**src/rtl/hdmi_pattern_gen_pkg.sv**
```systemverilog
// -----------------------------------------------------------------------------
// hdmi_pattern_pkg
// Shared types and constants for the HDMI test-pattern source: pattern
// encoding, the highest legal pattern index, the 24-bit {R,G,B} colour
// constants and the wrapping "next pattern" helper.
// -----------------------------------------------------------------------------
package hdmi_pattern_pkg;

  typedef enum logic [2:0] {
    PAT_SOLID    = 3'd0,
    PAT_BARS     = 3'd1,
    PAT_BORDER   = 3'd2,
    PAT_CHECKER  = 3'd3,
    PAT_BOX      = 3'd4,
    PAT_GRADIENT = 3'd5
  } pattern_t;

  localparam logic [2:0] PAT_LAST = 3'd5;

  localparam logic [23:0] COL_WHITE   = 24'hFFFFFF;
  localparam logic [23:0] COL_YELLOW  = 24'hFFFF00;
  localparam logic [23:0] COL_CYAN    = 24'h00FFFF;
  localparam logic [23:0] COL_GREEN   = 24'h00FF00;
  localparam logic [23:0] COL_MAGENTA = 24'hFF00FF;
  localparam logic [23:0] COL_RED     = 24'hFF0000;
  localparam logic [23:0] COL_BLUE    = 24'h0000FF;
  localparam logic [23:0] COL_BLACK   = 24'h000000;

  // Advance to the following pattern, wrapping PAT_LAST back to 0.
  function automatic logic [2:0] pat_next(input logic [2:0] cur);
    if (cur >= PAT_LAST) begin
      return 3'd0;
    end else begin
      return cur + 3'd1;
    end
  endfunction

endpackage

```
**src/rtl/hdmi_pattern_gen_if.sv**
```systemverilog
// -----------------------------------------------------------------------------
// hdmi_pattern_gen_if
// Bundle between the pixel-coordinate source (hdmi core / controller) and the
// pattern generator.
//   cx, cy       : current pixel coordinates (BIT_WIDTH)
//   sel_valid    : one-cycle strobe, load sel_pattern as pending pattern
//   sel_pattern  : requested pattern 0..5
//   next_strobe  : one-cycle strobe, pending = pending+1 (wrapping)
//   rgb          : registered {R,G,B} pixel colour
//   pattern      : pattern currently displayed
// master = coordinate/control source, slave = pattern generator.
// -----------------------------------------------------------------------------
interface hdmi_pattern_gen_if #(
  parameter int BIT_WIDTH = 12
);

  logic [BIT_WIDTH-1:0] cx;
  logic [BIT_WIDTH-1:0] cy;
  logic                 sel_valid;
  logic [2:0]           sel_pattern;
  logic                 next_strobe;
  logic [23:0]          rgb;
  logic [2:0]           pattern;

  modport master (
    output cx, cy, sel_valid, sel_pattern, next_strobe,
    input  rgb, pattern
  );

  modport slave (
    input  cx, cy, sel_valid, sel_pattern, next_strobe,
    output rgb, pattern
  );

endinterface

```
**src/rtl/hdmi_pattern_gen_box_mover.sv**
```systemverilog
// -----------------------------------------------------------------------------
// hdmi_pattern_box_mover
// Position/direction state of the bouncing box. On every frame-start enable
// each axis moves BOX_STEP pixels and bounces off the screen edges, clamping
// to the edge on the frame where it would overshoot.
//   clk_pixel : pixel clock
//   reset     : synchronous, active-high
//   fs        : frame-start enable (one cycle per frame)
//   box_x/y   : top-left corner of the box (registered)
// -----------------------------------------------------------------------------
module hdmi_pattern_box_mover #(
  parameter int BIT_WIDTH     = 12,
  parameter int SCREEN_WIDTH  = 1920,
  parameter int SCREEN_HEIGHT = 1080,
  parameter int BOX_SIZE      = 64,
  parameter int BOX_STEP      = 4
) (
  input  logic                 clk_pixel,
  input  logic                 reset,
  input  logic                 fs,
  output logic [BIT_WIDTH-1:0] box_x,
  output logic [BIT_WIDTH-1:0] box_y
);

  // Comparisons are done one bit wider so pos+STEP cannot wrap.
  localparam logic [BIT_WIDTH:0]   X_LIMIT = (BIT_WIDTH+1)'(SCREEN_WIDTH - BOX_SIZE);
  localparam logic [BIT_WIDTH:0]   Y_LIMIT = (BIT_WIDTH+1)'(SCREEN_HEIGHT - BOX_SIZE);
  localparam logic [BIT_WIDTH:0]   STEP_W  = (BIT_WIDTH+1)'(BOX_STEP);
  localparam logic [BIT_WIDTH-1:0] STEP_N  = BIT_WIDTH'(BOX_STEP);

  logic [BIT_WIDTH-1:0] box_x_r;
  logic [BIT_WIDTH-1:0] box_y_r;
  logic                 dir_x_r;   // 1 = moving towards larger coordinates
  logic                 dir_y_r;
  logic [BIT_WIDTH:0]   step_x_s;  // {next_dir, next_pos}
  logic [BIT_WIDTH:0]   step_y_s;

  // One axis of bounce motion; returns {next_dir, next_pos}.
  function automatic logic [BIT_WIDTH:0] bounce(
    input logic [BIT_WIDTH-1:0] pos,
    input logic                 dir_pos,
    input logic [BIT_WIDTH:0]   limit
  );
    logic [BIT_WIDTH:0] pos_w;
    pos_w = {1'b0, pos};
    if (dir_pos) begin
      if (pos_w + STEP_W >= limit) begin
        return {1'b0, limit[BIT_WIDTH-1:0]};
      end else begin
        return {1'b1, pos + STEP_N};
      end
    end else begin
      if (pos_w <= STEP_W) begin
        return {1'b1, {BIT_WIDTH{1'b0}}};
      end else begin
        return {1'b0, pos - STEP_N};
      end
    end
  endfunction

  // Next position/direction for both axes.
  always_comb begin
    step_x_s = bounce(box_x_r, dir_x_r, X_LIMIT);
    step_y_s = bounce(box_y_r, dir_y_r, Y_LIMIT);
  end

  // Box state registers, advanced once per frame.
  always_ff @(posedge clk_pixel) begin
    if (reset) begin
      box_x_r <= {BIT_WIDTH{1'b0}};
      box_y_r <= {BIT_WIDTH{1'b0}};
      dir_x_r <= 1'b1;
      dir_y_r <= 1'b1;
    end else if (fs) begin
      box_x_r <= step_x_s[BIT_WIDTH-1:0];
      dir_x_r <= step_x_s[BIT_WIDTH];
      box_y_r <= step_y_s[BIT_WIDTH-1:0];
      dir_y_r <= step_y_s[BIT_WIDTH];
    end
  end

  assign box_x = box_x_r;
  assign box_y = box_y_r;

endmodule

```
**src/rtl/hdmi_pattern_gen.sv**
```systemverilog
// -----------------------------------------------------------------------------
// hdmi_pattern_gen
// Video test-pattern source in the pixel clock domain. Takes the hdmi core's
// cx/cy and returns registered 24-bit RGB (1 cycle latency) for one of six
// patterns: solid, colour bars, border, checkerboard, bouncing box, gradient.
// Pattern changes are held as "pending" and applied at frame start (0,0);
// the (0,0) pixel itself already uses the pending pattern.
//   clk_pixel : pixel clock
//   reset     : synchronous, active-high
//   vid       : hdmi_pattern_gen_if.slave (cx, cy, sel_valid, sel_pattern,
//               next_strobe in; rgb, pattern out)
// Optional build macro HDMI_PATTERN_AUTO_CYCLE_EN: advance the pending pattern
// automatically every AUTO_FRAMES frames; user strobes restart the count.
// -----------------------------------------------------------------------------
module hdmi_pattern_gen
  import hdmi_pattern_pkg::*;
#(
  parameter int         BIT_WIDTH       = 12,
  parameter int         SCREEN_WIDTH    = 1920,
  parameter int         SCREEN_HEIGHT   = 1080,
  parameter logic [2:0] DEFAULT_PATTERN = 3'd1,
  parameter int         BOX_SIZE        = 64,
  parameter int         BOX_STEP        = 4,
  parameter int         CHECK_LOG2      = 5,
  parameter int         AUTO_FRAMES     = 120
) (
  input  logic               clk_pixel,
  input  logic               reset,
  hdmi_pattern_gen_if.slave  vid
);

  // Elaboration-time sanity check of the configuration.
  if (AUTO_FRAMES < 1 || SCREEN_WIDTH >= (1 << BIT_WIDTH) ||
      CHECK_LOG2 >= BIT_WIDTH || BIT_WIDTH < 8) begin : g_bad_cfg
    $error("hdmi_pattern_gen: unsupported parameter combination");
  end

  // Colour-bar thresholds, fixed at elaboration so no divider is built.
  localparam logic [BIT_WIDTH-1:0] BAR_T1 = BIT_WIDTH'(1 * SCREEN_WIDTH / 8);
  localparam logic [BIT_WIDTH-1:0] BAR_T2 = BIT_WIDTH'(2 * SCREEN_WIDTH / 8);
  localparam logic [BIT_WIDTH-1:0] BAR_T3 = BIT_WIDTH'(3 * SCREEN_WIDTH / 8);
  localparam logic [BIT_WIDTH-1:0] BAR_T4 = BIT_WIDTH'(4 * SCREEN_WIDTH / 8);
  localparam logic [BIT_WIDTH-1:0] BAR_T5 = BIT_WIDTH'(5 * SCREEN_WIDTH / 8);
  localparam logic [BIT_WIDTH-1:0] BAR_T6 = BIT_WIDTH'(6 * SCREEN_WIDTH / 8);
  localparam logic [BIT_WIDTH-1:0] BAR_T7 = BIT_WIDTH'(7 * SCREEN_WIDTH / 8);
  localparam logic [BIT_WIDTH-1:0] X_LAST = BIT_WIDTH'(SCREEN_WIDTH - 1);
  localparam logic [BIT_WIDTH-1:0] Y_LAST = BIT_WIDTH'(SCREEN_HEIGHT - 1);
  localparam logic [BIT_WIDTH-1:0] X_END  = BIT_WIDTH'(SCREEN_WIDTH);
  localparam logic [BIT_WIDTH-1:0] Y_END  = BIT_WIDTH'(SCREEN_HEIGHT);
  localparam logic [BIT_WIDTH:0]   BOX_W  = (BIT_WIDTH+1)'(BOX_SIZE);
  localparam logic [BIT_WIDTH-1:0] GREY_MAX = BIT_WIDTH'(255);

  logic [2:0]           pattern_r;
  logic [2:0]           pending_r;
  logic [2:0]           pending_nxt_s;
  logic [23:0]          rgb_r;
  logic [23:0]          pix_s;
  logic [23:0]          rgb_nxt_s;
  logic [2:0]           eff_pat_s;
  logic                 fs_s;
  logic                 active_s;
  logic                 box_hit_s;
  logic [BIT_WIDTH-1:0] box_x_s;
  logic [BIT_WIDTH-1:0] box_y_s;
  logic [BIT_WIDTH-1:0] grad_s;
  logic [7:0]           grey_s;

  assign fs_s      = (vid.cx == {BIT_WIDTH{1'b0}}) && (vid.cy == {BIT_WIDTH{1'b0}});
  assign active_s  = (vid.cx < X_END) && (vid.cy < Y_END);
  // The frame-start pixel already shows the pattern being switched in.
  assign eff_pat_s = fs_s ? pending_r : pattern_r;
  assign grad_s    = vid.cx >> 2'd3;
  assign grey_s    = (grad_s > GREY_MAX) ? 8'hFF : grad_s[7:0];
  assign box_hit_s = ({1'b0, vid.cx} >= {1'b0, box_x_s}) &&
                     ({1'b0, vid.cx} <  ({1'b0, box_x_s} + BOX_W)) &&
                     ({1'b0, vid.cy} >= {1'b0, box_y_s}) &&
                     ({1'b0, vid.cy} <  ({1'b0, box_y_s} + BOX_W));

  hdmi_pattern_box_mover #(
    .BIT_WIDTH     (BIT_WIDTH),
    .SCREEN_WIDTH  (SCREEN_WIDTH),
    .SCREEN_HEIGHT (SCREEN_HEIGHT),
    .BOX_SIZE      (BOX_SIZE),
    .BOX_STEP      (BOX_STEP)
  ) u_box_mover (
    .clk_pixel (clk_pixel),
    .reset     (reset),
    .fs        (fs_s),
    .box_x     (box_x_s),
    .box_y     (box_y_s)
  );

  // Pattern pixel mux; blanking forces black.
  always_comb begin
    pix_s = COL_BLACK;
    case (pattern_t'(eff_pat_s))
      PAT_SOLID: pix_s = COL_WHITE;
      PAT_BARS: begin
        if      (vid.cx < BAR_T1) pix_s = COL_WHITE;
        else if (vid.cx < BAR_T2) pix_s = COL_YELLOW;
        else if (vid.cx < BAR_T3) pix_s = COL_CYAN;
        else if (vid.cx < BAR_T4) pix_s = COL_GREEN;
        else if (vid.cx < BAR_T5) pix_s = COL_MAGENTA;
        else if (vid.cx < BAR_T6) pix_s = COL_RED;
        else if (vid.cx < BAR_T7) pix_s = COL_BLUE;
        else                      pix_s = COL_BLACK;
      end
      PAT_BORDER: begin
        if (vid.cx == {BIT_WIDTH{1'b0}})                pix_s = COL_RED;
        else if (vid.cy == {BIT_WIDTH{1'b0}})           pix_s = COL_GREEN;
        else if ((vid.cx == X_LAST) || (vid.cy == Y_LAST)) pix_s = COL_BLUE;
        else                                            pix_s = COL_BLACK;
      end
      PAT_CHECKER: pix_s = (vid.cx[CHECK_LOG2] ^ vid.cy[CHECK_LOG2]) ? COL_WHITE : COL_BLACK;
      PAT_BOX:      pix_s = box_hit_s ? COL_WHITE : COL_BLACK;
      PAT_GRADIENT: pix_s = {grey_s, grey_s, grey_s};
      default:      pix_s = COL_BLACK;
    endcase
    rgb_nxt_s = active_s ? pix_s : COL_BLACK;
  end

`ifdef HDMI_PATTERN_AUTO_CYCLE_EN
  localparam int CNT_W = ($clog2(AUTO_FRAMES) > 8) ? $clog2(AUTO_FRAMES) : 8;
  localparam logic [CNT_W-1:0] CNT_LAST = CNT_W'(AUTO_FRAMES - 1);

  logic [CNT_W-1:0] frame_cnt_r;
  logic [CNT_W-1:0] frame_cnt_nxt_s;
  logic             user_req_s;
  logic             auto_adv_s;

  assign user_req_s = vid.sel_valid || vid.next_strobe;
  assign auto_adv_s = fs_s && (frame_cnt_r == CNT_LAST);

  // Frame counter: user requests restart it, otherwise it wraps each period.
  always_comb begin
    frame_cnt_nxt_s = frame_cnt_r;
    if (user_req_s) begin
      frame_cnt_nxt_s = {CNT_W{1'b0}};
    end else if (auto_adv_s) begin
      frame_cnt_nxt_s = {CNT_W{1'b0}};
    end else if (fs_s) begin
      frame_cnt_nxt_s = frame_cnt_r + {{(CNT_W-1){1'b0}}, 1'b1};
    end else begin
      frame_cnt_nxt_s = frame_cnt_r;
    end
  end

  // Frame counter register.
  always_ff @(posedge clk_pixel) begin
    if (reset) begin
      frame_cnt_r <= {CNT_W{1'b0}};
    end else begin
      frame_cnt_r <= frame_cnt_nxt_s;
    end
  end
`else
  logic auto_adv_s;
  assign auto_adv_s = 1'b0;
`endif

  // Pending pattern: sel_valid beats next_strobe; out-of-range selects ignored.
  always_comb begin
    pending_nxt_s = pending_r;
    if (vid.sel_valid) begin
      if (vid.sel_pattern <= PAT_LAST) begin
        pending_nxt_s = vid.sel_pattern;
      end else begin
        pending_nxt_s = pending_r;
      end
    end else if (vid.next_strobe || auto_adv_s) begin
      pending_nxt_s = pat_next(pending_r);
    end else begin
      pending_nxt_s = pending_r;
    end
  end

  // Output and pattern registers; displayed pattern only changes at frame start.
  always_ff @(posedge clk_pixel) begin
    if (reset) begin
      rgb_r     <= COL_BLACK;
      pattern_r <= DEFAULT_PATTERN;
      pending_r <= DEFAULT_PATTERN;
    end else begin
      rgb_r     <= rgb_nxt_s;
      pending_r <= pending_nxt_s;
      if (fs_s) begin
        pattern_r <= pending_r;
      end
    end
  end

  assign vid.rgb     = rgb_r;
  assign vid.pattern = pattern_r;

endmodule

```
**src/flat_wrapper.sv**
```systemverilog
// flat-port wrapper written by rule: the top's interface ports become plain ports
module hdmi_pattern_gen_flat import hdmi_pattern_pkg::*;
#(
  parameter int         BIT_WIDTH       = 12,
  parameter int         SCREEN_WIDTH    = 1920,
  parameter int         SCREEN_HEIGHT   = 1080,
  parameter logic [2:0] DEFAULT_PATTERN = 3'd1,
  parameter int         BOX_SIZE        = 64,
  parameter int         BOX_STEP        = 4,
  parameter int         CHECK_LOG2      = 5,
  parameter int         AUTO_FRAMES     = 120
)
  (clk_pixel, reset, vid_cx, vid_cy, vid_sel_valid, vid_sel_pattern, vid_next_strobe, vid_rgb, vid_pattern);
  hdmi_pattern_gen_if #(.BIT_WIDTH(BIT_WIDTH)) vid_i ();
  input  logic clk_pixel;
  input  logic reset;
  input wire logic [$bits(vid_i.cx)-1:0] vid_cx;
  input wire logic [$bits(vid_i.cy)-1:0] vid_cy;
  input wire logic [$bits(vid_i.sel_valid)-1:0] vid_sel_valid;
  input wire logic [$bits(vid_i.sel_pattern)-1:0] vid_sel_pattern;
  input wire logic [$bits(vid_i.next_strobe)-1:0] vid_next_strobe;
  output wire logic [$bits(vid_i.rgb)-1:0] vid_rgb;
  output wire logic [$bits(vid_i.pattern)-1:0] vid_pattern;
  assign vid_i.cx = vid_cx;
  assign vid_i.cy = vid_cy;
  assign vid_i.sel_valid = vid_sel_valid;
  assign vid_i.sel_pattern = vid_sel_pattern;
  assign vid_i.next_strobe = vid_next_strobe;
  assign vid_rgb = vid_i.rgb;
  assign vid_pattern = vid_i.pattern;
  hdmi_pattern_gen #(.BIT_WIDTH(BIT_WIDTH), .SCREEN_WIDTH(SCREEN_WIDTH), .SCREEN_HEIGHT(SCREEN_HEIGHT), .DEFAULT_PATTERN(DEFAULT_PATTERN), .BOX_SIZE(BOX_SIZE), .BOX_STEP(BOX_STEP), .CHECK_LOG2(CHECK_LOG2), .AUTO_FRAMES(AUTO_FRAMES)) u_core (.clk_pixel(clk_pixel), .reset(reset), .vid(vid_i));
endmodule
```
**config.mk**
```make
export PLATFORM = sky130hd
export DESIGN_NAME = hdmi_pattern_gen_flat
export DESIGN_NICKNAME = d
export VERILOG_FILES = /design/src/rtl/hdmi_pattern_gen_pkg.sv /design/src/rtl/hdmi_pattern_gen_if.sv /design/src/rtl/hdmi_pattern_gen_box_mover.sv /design/src/rtl/hdmi_pattern_gen.sv /design/src/flat_wrapper.sv
export SDC_FILE = /design/constraint.sdc
export NUM_CORES = 1
export LEC_CHECK = 0
export ABC_AREA = 1
export CAP_MARGIN = 5
export CORE_MARGIN = 10
export CORE_UTILIZATION = 30
export CTS_CLUSTER_DIAMETER = 200
export DETAILED_ROUTE_END_ITERATION = 16
export PLACE_DENSITY = 0.6
export SYNTH_ARGS = -nofsm -noshare
export SYNTH_HDL_FRONTEND = slang
export SYNTH_SLANG_ARGS = --single-unit
export TNS_END_PERCENT = 30
```
**constraint.sdc**
```tcl
create_clock -name clk_pixel -period 3.5 [get_ports clk_pixel]
set_clock_uncertainty 0.15 [all_clocks]
set_input_delay 0.525 -clock clk_pixel [delete_from_list [all_inputs] [get_ports clk_pixel]]
set_output_delay 0.525 -clock clk_pixel [all_outputs]
set_load 0.01 [all_outputs]
```
==> results by group, run 1 <==
Run status
  – Status: finished clean

Logic synthesis
  – Yosys Warn Count: 0
  – Synth Cell Area: 0.00454 mm²
  – Post-synth EDFFs: 0
  – Synth Flop Type: dfxtp_1
  – Ys async rst share: 0%
  – Syn_area_per_cell: 6.52 µm²
  – Synth Net Count: 773
  – Seq/Total Area, Yosys: 22.9%
  – Cell variety after synth: 43
  – #FFs+latches synth: 52
  – Mapped Cells: 696

Placed design
  – Routability Congestion: 0.881
  – Port bufs: 57
  – Dpl cells: 931
  – DP Wirelength: 10,800 µm

Cells and area
  – Area of the multi-input gates: 0.00300 mm²
  – Area added between synthesis and finish: 20.7%
  – Commonest non-fill, non-tap cell in the layout: nand2_1
  – Diodes inserted: 0
  – Seq. cell area: 0.00104 mm²
  – Filler cell count: 1,557
  – Nets@finish: 831
  – Core Util, Final: 37.3%
  – Most frequent cells in the layout: nand2_1, inv_1, nor2_1
  – Post-Layout Cell Count: 939
  – Share of cells above drive strength 1: 6.36%

Hold path
  – Hold crit path type: reg -> reg
  – Worst hold start: u_core.u_box_mover.box_y[10]
  – Hold path depth: 2
  – WHS Endpoint: u_core.u_box_mover.box_y[10]

Floorplanning
  – Core Box Area: 0.0147 mm²
  – Die area: 0.0205 mm²
  – Die W: 143 µm
  – Top Ports: 58
  – Row count: 44
  – Initial Util: 30.9%
  – Die Span Y: 143 µm

STA
  – Tcrit/Tclk final: 85.9%
  – Worst-margin pin slew: 0.661 ns
  – Worst slew margin: 55.9%
  – RSZ-0062 raised after global routing: false
  – Max Slew Vio Count: 0
  – Final min period: 3.01 ns
  – Final Hold Viols: 0
  – Finish-stage setup viols: 0
  – Setup tns final: 0 ns
  – Fmax: 0.332 GHz
  – Worst hold slack: 0.380 ns

Drt
  – Routed wire length per instance: 14.2 µm
  – Total wire length: 13,300 µm
  – Vias per std cell: 4.94
  – DRT Pass-1 Iters: 7
  – DR vias: 4,635
  – DR iter-0 viols: 433
  – Antenna Nets Post-Route: 0
  – DRC Markers: 0

Critical path
  – Slowest-stage cell, CP: clkdlybuf4s50_1
  – CP max stage delay: 0.59 ns
  – Worst R2R Setup Slack: 0.64 ns
  – Cell family with most CP delay: simple AND/OR/NAND/NOR gates
  – R2R Path Start: u_core.u_box_mover.box_x[7]
  – CP Capture Type: flop
  – Kind of critical path: in -> reg
  – Worst path bufs/invs: 2
  – Critical Path, Cell by Cell: clkdlybuf4s50_1 > nor2_8 > nand2_2 > nor3_4 > nand2_2 > nand2_1 > nand2_1 > nand2_2 > nor2_4 > inv_4 > nand2_4 > nor2_8 > a21oi_1
  – Reg-to-Reg End: u_core.vid.rgb[12]
  – R2r worst-path depth: 15
  – CP most frequent cell: nand2_2
  – Critical path peak fanout: 12
  – Req. time, crit path: 3.50 ns
  – Crit path DAT: 3.01 ns
  – Worst setup SP type: input port

GRT
  – Initial antenna violation count: 0
  – First-pass GRT wire length: 21,900 µm
  – GRT overflow: 0
  – Largest net degree at the start of global routing: 25
  – Tot GR Track Use: 12.8%
  – Vias in the first global route: 4,374

Clock network
  – Root Driver: clkbuf_16
  – Clock buffer depth: 2
  – Post-CTS setup buffers: 0
  – CTS Sinks: 52
  – Worst-Skew Late Latency: 0.29 ns
  – CTS tree: built
  – Clock transition at the registers of the reported paths: 0.08 ns
  – CTS Buf Count: 5
  – Hold buffers post-CTS: 0
  – # H-tree levels: 2
  – Post-CTS sizing: 0

Pwr
  – Lkg Pwr: 0.00248 µW
  – Final Power: 1340 µW
  – Power per cell area: 245 mW/mm²
  – Worst vdd ir: 169 µV

Flow run
  – Max Cap Violations: 0
worst reg2reg max path: cells and delay by family (launching register included):
kind / cells / cell delay [ns]
adders and majority gates: 2 / 0.52
AOI/OAI and AO/OA: 2 / 0.31
xor gates and xnor gates: 1 / 0.18
buffers and inverters: 1 / 0.06
DFF: 1 / 0.48
and+or+nand+nor: 9 / 1.10
metrics by stage:
| step | setup WS (ns) | instance area, µm² |
|---|---|---|
| after floorplan | 1.16 | 4540 |
| after global placement | 0.266 | 5330 |
| after detailed placement | 0.206 | 5330 |
| after CTS | 0.520 | 5480 |
| after global routing | 0.249 | 5480 |
| final | 0.492 | 5480 |
registers in the layout (all words and copies together) (netlist names):
name                        cells
u_core.pending_r                3
u_core.u_box_mover.box_x       10
u_core.u_box_mover.box_y       10
u_core.u_box_mover.dir_x_r      1
u_core.u_box_mover.dir_y_r      1
u_core.vid.pattern              3
u_core.vid.rgb                 24
how the worst max path moves through the flow:
stage	from	end	slack [ns]	cells after the start
CTS	vid_cx[10]	u_core.vid.rgb[14]	0.52	13
finish	vid_cx[10]	u_core.vid.rgb[14]	0.49	13
global placement	vid_cx[10]	u_core.vid.rgb[18]	0.27	13
global route	vid_cx[10]	u_core.vid.rgb[7]	0.25	13
floorplan	u_core.u_box_mover.box_x[7]	u_core.vid.rgb[10]	1.16	15
detailed placement	vid_cx[10]	u_core.vid.rgb[14]	0.21	13
logic make-up after synthesis:
family,synth area share [%]
compound gates,16.0
fa+ha+maj,12.7
simple gates,33.5
flops,22.9
xor+xnor,3.86
buf+inv,11.0
metal layers:
metal | vias up | GRT usage (%) | routed length, µm
li1 | 2403 | - | -
met1 | 2104 | 18.0 | 6580
met2 | 114 | 20.3 | 5850
met3 | 14 | 1.69 | 664
met4 | 0 | 2.99 | 197
met5 | - | 0 | 0
area by class of cell:
class                      count  area share [%]
clock buffer                   5            2.28
sequential                    52            19.0
multi-input combinational    523            54.7
clock inverter                 3           0.525
timing repair buffer          70            12.2
inverter                     102            7.10
tap                          184            4.20
report_power, final:
group / total, µW / leakage [µW] / internal (µW) / switching (µW)
clock: 521 / 0.0000767 / 276 / 245
combinational: 215 / 0.00198 / 94.3 / 121
sequential: 604 / 0.000420 / 599 / 5.34
synth_stat cells, types with 2 or more instances:
cell | count | share of area, %
o22ai_1 | 2 | 0.28
nand3_2 | 2 | 0.44
nand3b_1 | 5 | 0.83
o21a_1 | 3 | 0.50
inv_1 | 95 | 7.9
clkbuf_1 | 7 | 0.58
nor2_8 | 3 | 1.3
nor2_1 | 83 | 6.9
buf_2 | 8 | 0.88
inv_4 | 2 | 0.28
o21ai_0 | 42 | 4.6
nand4_1 | 31 | 4.3
nor2_4 | 2 | 0.50
a31oi_1 | 8 | 1.1
ha_1 | 46 | 13
nand2_2 | 8 | 1.1
nand3_1 | 36 | 4.0
buf_6 | 4 | 0.99
a21o_1 | 3 | 0.50
a21oi_1 | 61 | 6.7
nand2_1 | 144 | 12
xor2_1 | 19 | 3.7
clkinv_1 | 3 | 0.25
dfxtp_1 | 52 | 23
nor3_1 | 6 | 0.66
o21bai_1 | 2 | 0.33
nand2_4 | 3 | 0.74
Note: power is estimated with default switching activity, not from simulation.
==> run 2, diff against run 1 <==
--- a/config.mk
+++ b/config.mk
@@ -12,6 +12,7 @@
 export CTS_CLUSTER_DIAMETER = 200
 export DETAILED_ROUTE_END_ITERATION = 16
 export PLACE_DENSITY = 0.6
+export SLEW_MARGIN = 10
 export SYNTH_ARGS = -nofsm -noshare
 export SYNTH_HDL_FRONTEND = slang
 export SYNTH_SLANG_ARGS = --single-unit
==> results of run 2 <==
No change in the layout: final DEF, timing and power equal those of run 1.
==> edit 1 (config.mk and constraints of run 1) <==
`SCREEN_HEIGHT` is set to 1080 in 3 places; all go to 540.
--- a/src/rtl/hdmi_pattern_gen_box_mover.sv
+++ b/src/rtl/hdmi_pattern_gen_box_mover.sv
@@ -11,7 +11,7 @@
 module hdmi_pattern_box_mover #(
   parameter int BIT_WIDTH     = 12,
   parameter int SCREEN_WIDTH  = 1920,
-  parameter int SCREEN_HEIGHT = 1080,
+  parameter int SCREEN_HEIGHT = 540,
   parameter int BOX_SIZE      = 64,
   parameter int BOX_STEP      = 4
 ) (
--- a/src/rtl/hdmi_pattern_gen.sv
+++ b/src/rtl/hdmi_pattern_gen.sv
@@ -17,7 +17,7 @@
 #(
   parameter int         BIT_WIDTH       = 12,
   parameter int         SCREEN_WIDTH    = 1920,
-  parameter int         SCREEN_HEIGHT   = 1080,
+  parameter int         SCREEN_HEIGHT   = 540,
   parameter logic [2:0] DEFAULT_PATTERN = 3'd1,
   parameter int         BOX_SIZE        = 64,
   parameter int         BOX_STEP        = 4,
--- a/src/flat_wrapper.sv
+++ b/src/flat_wrapper.sv
@@ -3,7 +3,7 @@
 #(
   parameter int         BIT_WIDTH       = 12,
   parameter int         SCREEN_WIDTH    = 1920,
-  parameter int         SCREEN_HEIGHT   = 1080,
+  parameter int         SCREEN_HEIGHT   = 540,
   parameter logic [2:0] DEFAULT_PATTERN = 3'd1,
   parameter int         BOX_SIZE        = 64,
   parameter int         BOX_STEP        = 4,
Function: changed (Yosys sat finds a counterexample within 4 cycles, from zero or initial values and one cycle with reset high).
==> edit 1 against run 1 <==
Design area shrank 3.3%. Synthesized area decreased by 4.4%. Sequential cell count is the same. Register-to-register slack gained 0.03 ns. Power shrank 2.7%. Setup slack better by 0.18 ns. Critical path depth increased by 1. Routed wire length down 8.3%. Fmax is 6.3% higher. Hold slack lost 0.014 ns. Synthesized cell count shrank 3.2%. Count of clock-buffer cells in the layout stayed put.
==> edit 1: results <==
group,metric,value,unit
outcome,outcome,"complete, no violations",
cells_and_area,final_layout_size_suffix_gt1_share,5.59,%
route,vias_per_cell,4.79,
route,met3WireLength,718,um
route,dr.pass1.iters,5,
yosys,synthTopCellsByArea,"dfxtp_1 (24%), nand2_1 (15%), ha_1 (14%)",
yosys,synth_warnings,0,
yosys,synth_nets,752,
grt,grt_start_max_net_pins,25,
pwr,ir_drop,0.000184,V
sta,slew_headroom,62.9,%
yosys,synthDistinctLibCells,40,
route,top_layer_used,"met4",
route,drtIter0Drc,230,
yosys,async_flop_share,0,%
yosys,syn_avg_cell_area,6.44,sq um
setup_path,cp_slowest_stage_delay,0.53,ns
yosys,synth_edf_count,0,
cells_and_area,fin_nets,810,
grt,grt_pass1_vias,4319,
clock_network,cts_resized,0,
clock_network,clkTransAtPathRegs,0.07,ns
yosys,ys_seq_area_share,24.0,%
worst_hold_path,hp-class,"reg -> reg",
setup_path,critPathArrivalTime,2.91,ns
pwr,p_leak,2.43,nW
clock_network,root_buffer,"clkbuf_16",
grt,grtUsageMet3,2.70,%
route,drt-met1-wl,5720,um
cells_and_area,fillCellCount,1519,
route,routed_wl,12200,um
place,dp_hpwl,9940,um
setup_path,crit_slowest_cell,"dfxtp_1",
setup_path,crit_family,"simple AND/OR/NAND/NOR gates",
clock_network,insertion_delay,0.30,ns
cells_and_area,stdcell_count,913,
grt,met1_usage,16.0,%
yosys,synthTopCellsByCount,"nand2_1 (172), inv_1 (83), nor2_1 (65)",
grt,met2_usage,21.0,%
route,wl_met2,5620,um
place,place_congestion,0.906,
cells_and_area,largest_reg_flops,24,
setup_path,cp_max_fo,8,
place,place_area,5150,sq um
grt,grt_pass1_wl,21100,um
clock_network,post_cts_buffers,0,
grt,antenna_found_initial,0,
grt,grtUsageTotal,12.6,%
## edit 1: changes by cell type after synthesis, sizes merged, moves of 5 or more
cell	delta
o21ai	-9
a31oi	-6
nand3	+6
nor3	+5
nand4	-23
inv	-12
clkbuf	+7
buf	-9
xor2	+8
nor2	-18
nand2	+24
## edit 1: kinds of logic (layout without fill, tap and decap cells)
group	count (synthesis)	count (layout)	share of synthesized area, %
AO/OA/AOI/OAI	117	117	14.7
buffers and inverters	103	162	9.02
adder cells (fa/ha/maj)	47	47	13.5
XOR/XNOR	30	30	6.05
AND/OR/NAND/NOR	325	325	32.7
flip-flops	52	52	24.0
## edit 1: report_power, final
part / internal (mW) / switching (mW) / total (mW)
sequential: 0.597 / 0.00576 / 0.603
clock: 0.271 / 0.238 / 0.508
combinational: 0.0857 / 0.108 / 0.194
total: 0.953 / 0.352 / 1.30
## edit 1: worst paths after layout
check	startpoint	end	slack, ns	cells past startpoint
max	u_core.u_box_mover.box_x[6]	u_core.vid.rgb[8]	0.67	14
min	u_core.pending_r[1]	u_core.pending_r[1]	0.37	2
max reg2reg	u_core.u_box_mover.box_x[6]	u_core.vid.rgb[8]	0.67	14
min reg2reg	u_core.pending_r[1]	u_core.pending_r[1]	0.37	2
## edit 1: layout make-up
cell class                      instances  area, sq um  area share (%)
Clock buffer                            5          125            2.36
Multi-Input combinational cell        519         2910            54.9
Clock inverter                          3         25.0           0.472
Inverter                               86          323            6.09
Timing Repair Buffer                   68          653            12.3
Sequential cell                        52         1040            19.6
Tap cell                              180          225            4.25
## edit 1: per-stage QoR
step | power (mW) | setup WS [ns]
after floorplan | 0.715 | 1.13
after global placement | 0.810 | 0.413
after detailed placement | 0.810 | 0.352
after CTS | 1.32 | 0.664
after global routing | 1.37 | 0.294
final | 1.30 | 0.669
==> edit 2 (config.mk and constraints of run 1) <==
Made on the original files. `BIT_WIDTH` is set to 12 in 4 places; all go to 13.
--- a/src/rtl/hdmi_pattern_gen_if.sv
+++ b/src/rtl/hdmi_pattern_gen_if.sv
@@ -11,7 +11,7 @@
 // master = coordinate/control source, slave = pattern generator.
 // -----------------------------------------------------------------------------
 interface hdmi_pattern_gen_if #(
-  parameter int BIT_WIDTH = 12
+  parameter int BIT_WIDTH = 13
 );
 
   logic [BIT_WIDTH-1:0] cx;
--- a/src/rtl/hdmi_pattern_gen_box_mover.sv
+++ b/src/rtl/hdmi_pattern_gen_box_mover.sv
@@ -9,7 +9,7 @@
 //   box_x/y   : top-left corner of the box (registered)
 // -----------------------------------------------------------------------------
 module hdmi_pattern_box_mover #(
-  parameter int BIT_WIDTH     = 12,
+  parameter int BIT_WIDTH     = 13,
   parameter int SCREEN_WIDTH  = 1920,
   parameter int SCREEN_HEIGHT = 1080,
   parameter int BOX_SIZE      = 64,
--- a/src/rtl/hdmi_pattern_gen.sv
+++ b/src/rtl/hdmi_pattern_gen.sv
@@ -15,7 +15,7 @@
 module hdmi_pattern_gen
   import hdmi_pattern_pkg::*;
 #(
-  parameter int         BIT_WIDTH       = 12,
+  parameter int         BIT_WIDTH       = 13,
   parameter int         SCREEN_WIDTH    = 1920,
   parameter int         SCREEN_HEIGHT   = 1080,
   parameter logic [2:0] DEFAULT_PATTERN = 3'd1,
--- a/src/flat_wrapper.sv
+++ b/src/flat_wrapper.sv
@@ -1,7 +1,7 @@
 // flat-port wrapper written by rule: the top's interface ports become plain ports
 module hdmi_pattern_gen_flat import hdmi_pattern_pkg::*;
 #(
-  parameter int         BIT_WIDTH       = 12,
+  parameter int         BIT_WIDTH       = 13,
   parameter int         SCREEN_WIDTH    = 1920,
   parameter int         SCREEN_HEIGHT   = 1080,
   parameter logic [2:0] DEFAULT_PATTERN = 3'd1,
Interface: changed (resized vid_cx and vid_cy); port bits go from 58 to 60. No check against the original RTL was run, so the function may have changed too.
==> edit 2 against run 1 <==
Via count up 0.84%. Critical path depth up 3. Utilization down 0.65 points. Count of clock-buffer cells in the layout unchanged. Power up 5.1%. Sequential cell count up 2. Die area up 4.4%. Synthesized cell count up 5.3%. Setup slack better by 0.26 ns. Routed wire length down 2.6%. Highest routed layer unchanged. Synthesized area up 5.1%. Sequential share of layout area down 0.22 points. Design area up 5.0%.
==> edit 2: results <==
group,metric,value,unit
setup_path,r2r-start,"u_core.u_box_mover.box_y[6]",
grt,grt_pass1_wl,21900,um
place,dp_hpwl,10600,um
cells_and_area,multi_input_area,3270,sq um
cells_and_area,fillCellCount,1730,
yosys,synthDistinctLibCells,45,
yosys,synthTopCellsByCount,"nand2_1 (157), nor2_1 (121), inv_1 (82)",
setup_path,cp_max_fo,8,
outcome,outcome,"complete, no violations",
grt,grt_pass1_vias,4525,
cells_and_area,signal_buffers,65,
route,dr.pass1.iters,5,
grt,grtUsageMet3,1.85,%
sta,fin_crit_sh,78.6,%
pwr,pg_seq,623,uW
setup_path,r2r_setup_slack,0.75,ns
grt,met2_usage,20.7,%
route,vias_per_cell,4.65,
yosys,ys_seq_area_share,22.7,%
grt,met1_usage,15.2,%
yosys,syn_avg_cell_area,6.51,sq um
setup_path,crit_slowest_cell,"dfxtp_1",
place,port_buffers,59,
yosys,synthTopCellsByArea,"dfxtp_1 (23%), ha_1 (13%), nand2_1 (12%)",
place,pre_cts_slack,0.525,ns
-- edit 2: changes by cell type after synthesis, moves of 4 or more --
cell      delta
inv_1       -13
nand3b_1     -4
nand4_1     -17
a31oi_1      -4
buf_2        -4
xor2_1       +7
nand2_1     +13
a21oi_1     -23
nor2_2      +11
nor2_1      +38
o21ai_0      +8
nand3_1     +12
-- edit 2: worst min path at each step --
stage	startpoint	end	slack, ns	cells past startpoint
after global placement	u_core.u_box_mover.box_y[5]	u_core.u_box_mover.box_y[5]	0.34	2
after global routing	u_core.u_box_mover.box_y[3]	u_core.u_box_mover.box_y[3]	0.40	2
final	u_core.u_box_mover.box_y[5]	u_core.u_box_mover.box_y[5]	0.36	2
after CTS	u_core.u_box_mover.box_y[5]	u_core.u_box_mover.box_y[5]	0.36	2
after detailed placement	u_core.u_box_mover.box_y[5]	u_core.u_box_mover.box_y[5]	0.35	2
after floorplan	u_core.u_box_mover.box_y[5]	u_core.u_box_mover.box_y[5]	0.32	2
-- edit 2: cell families after synthesis --
family | after synthesis | synth area share (%)
AND/OR/NAND/NOR | 386 | 37.1
AO/OA/AOI/OAI | 112 | 13.3
buffers and inverters | 103 | 8.81
flip-flops | 54 | 22.7
adder cells (fa/ha/maj) | 49 | 12.9
XOR/XNOR | 29 | 5.32
-- edit 2: routing by layer --
metal  routed length, um  part of all wire (%)
met1                6240                    48
met2                6100                    47
met3                 451                   3.5
met4                 159                   1.2
met5                   0                     0
-- edit 2: per-stage QoR --
| stage | power, mW | utilization, % |
|---|---|---|
| 6_report | 1.41 | 36.6 |
| 5_1_grt | 1.49 | 36.6 |
| 4_1_cts | 1.43 | 36.6 |
| 3_5_place_dp | 0.836 | 35.5 |
| 3_3_place_gp | 0.836 | 35.5 |
| 2_1_floorplan | 0.752 | - |
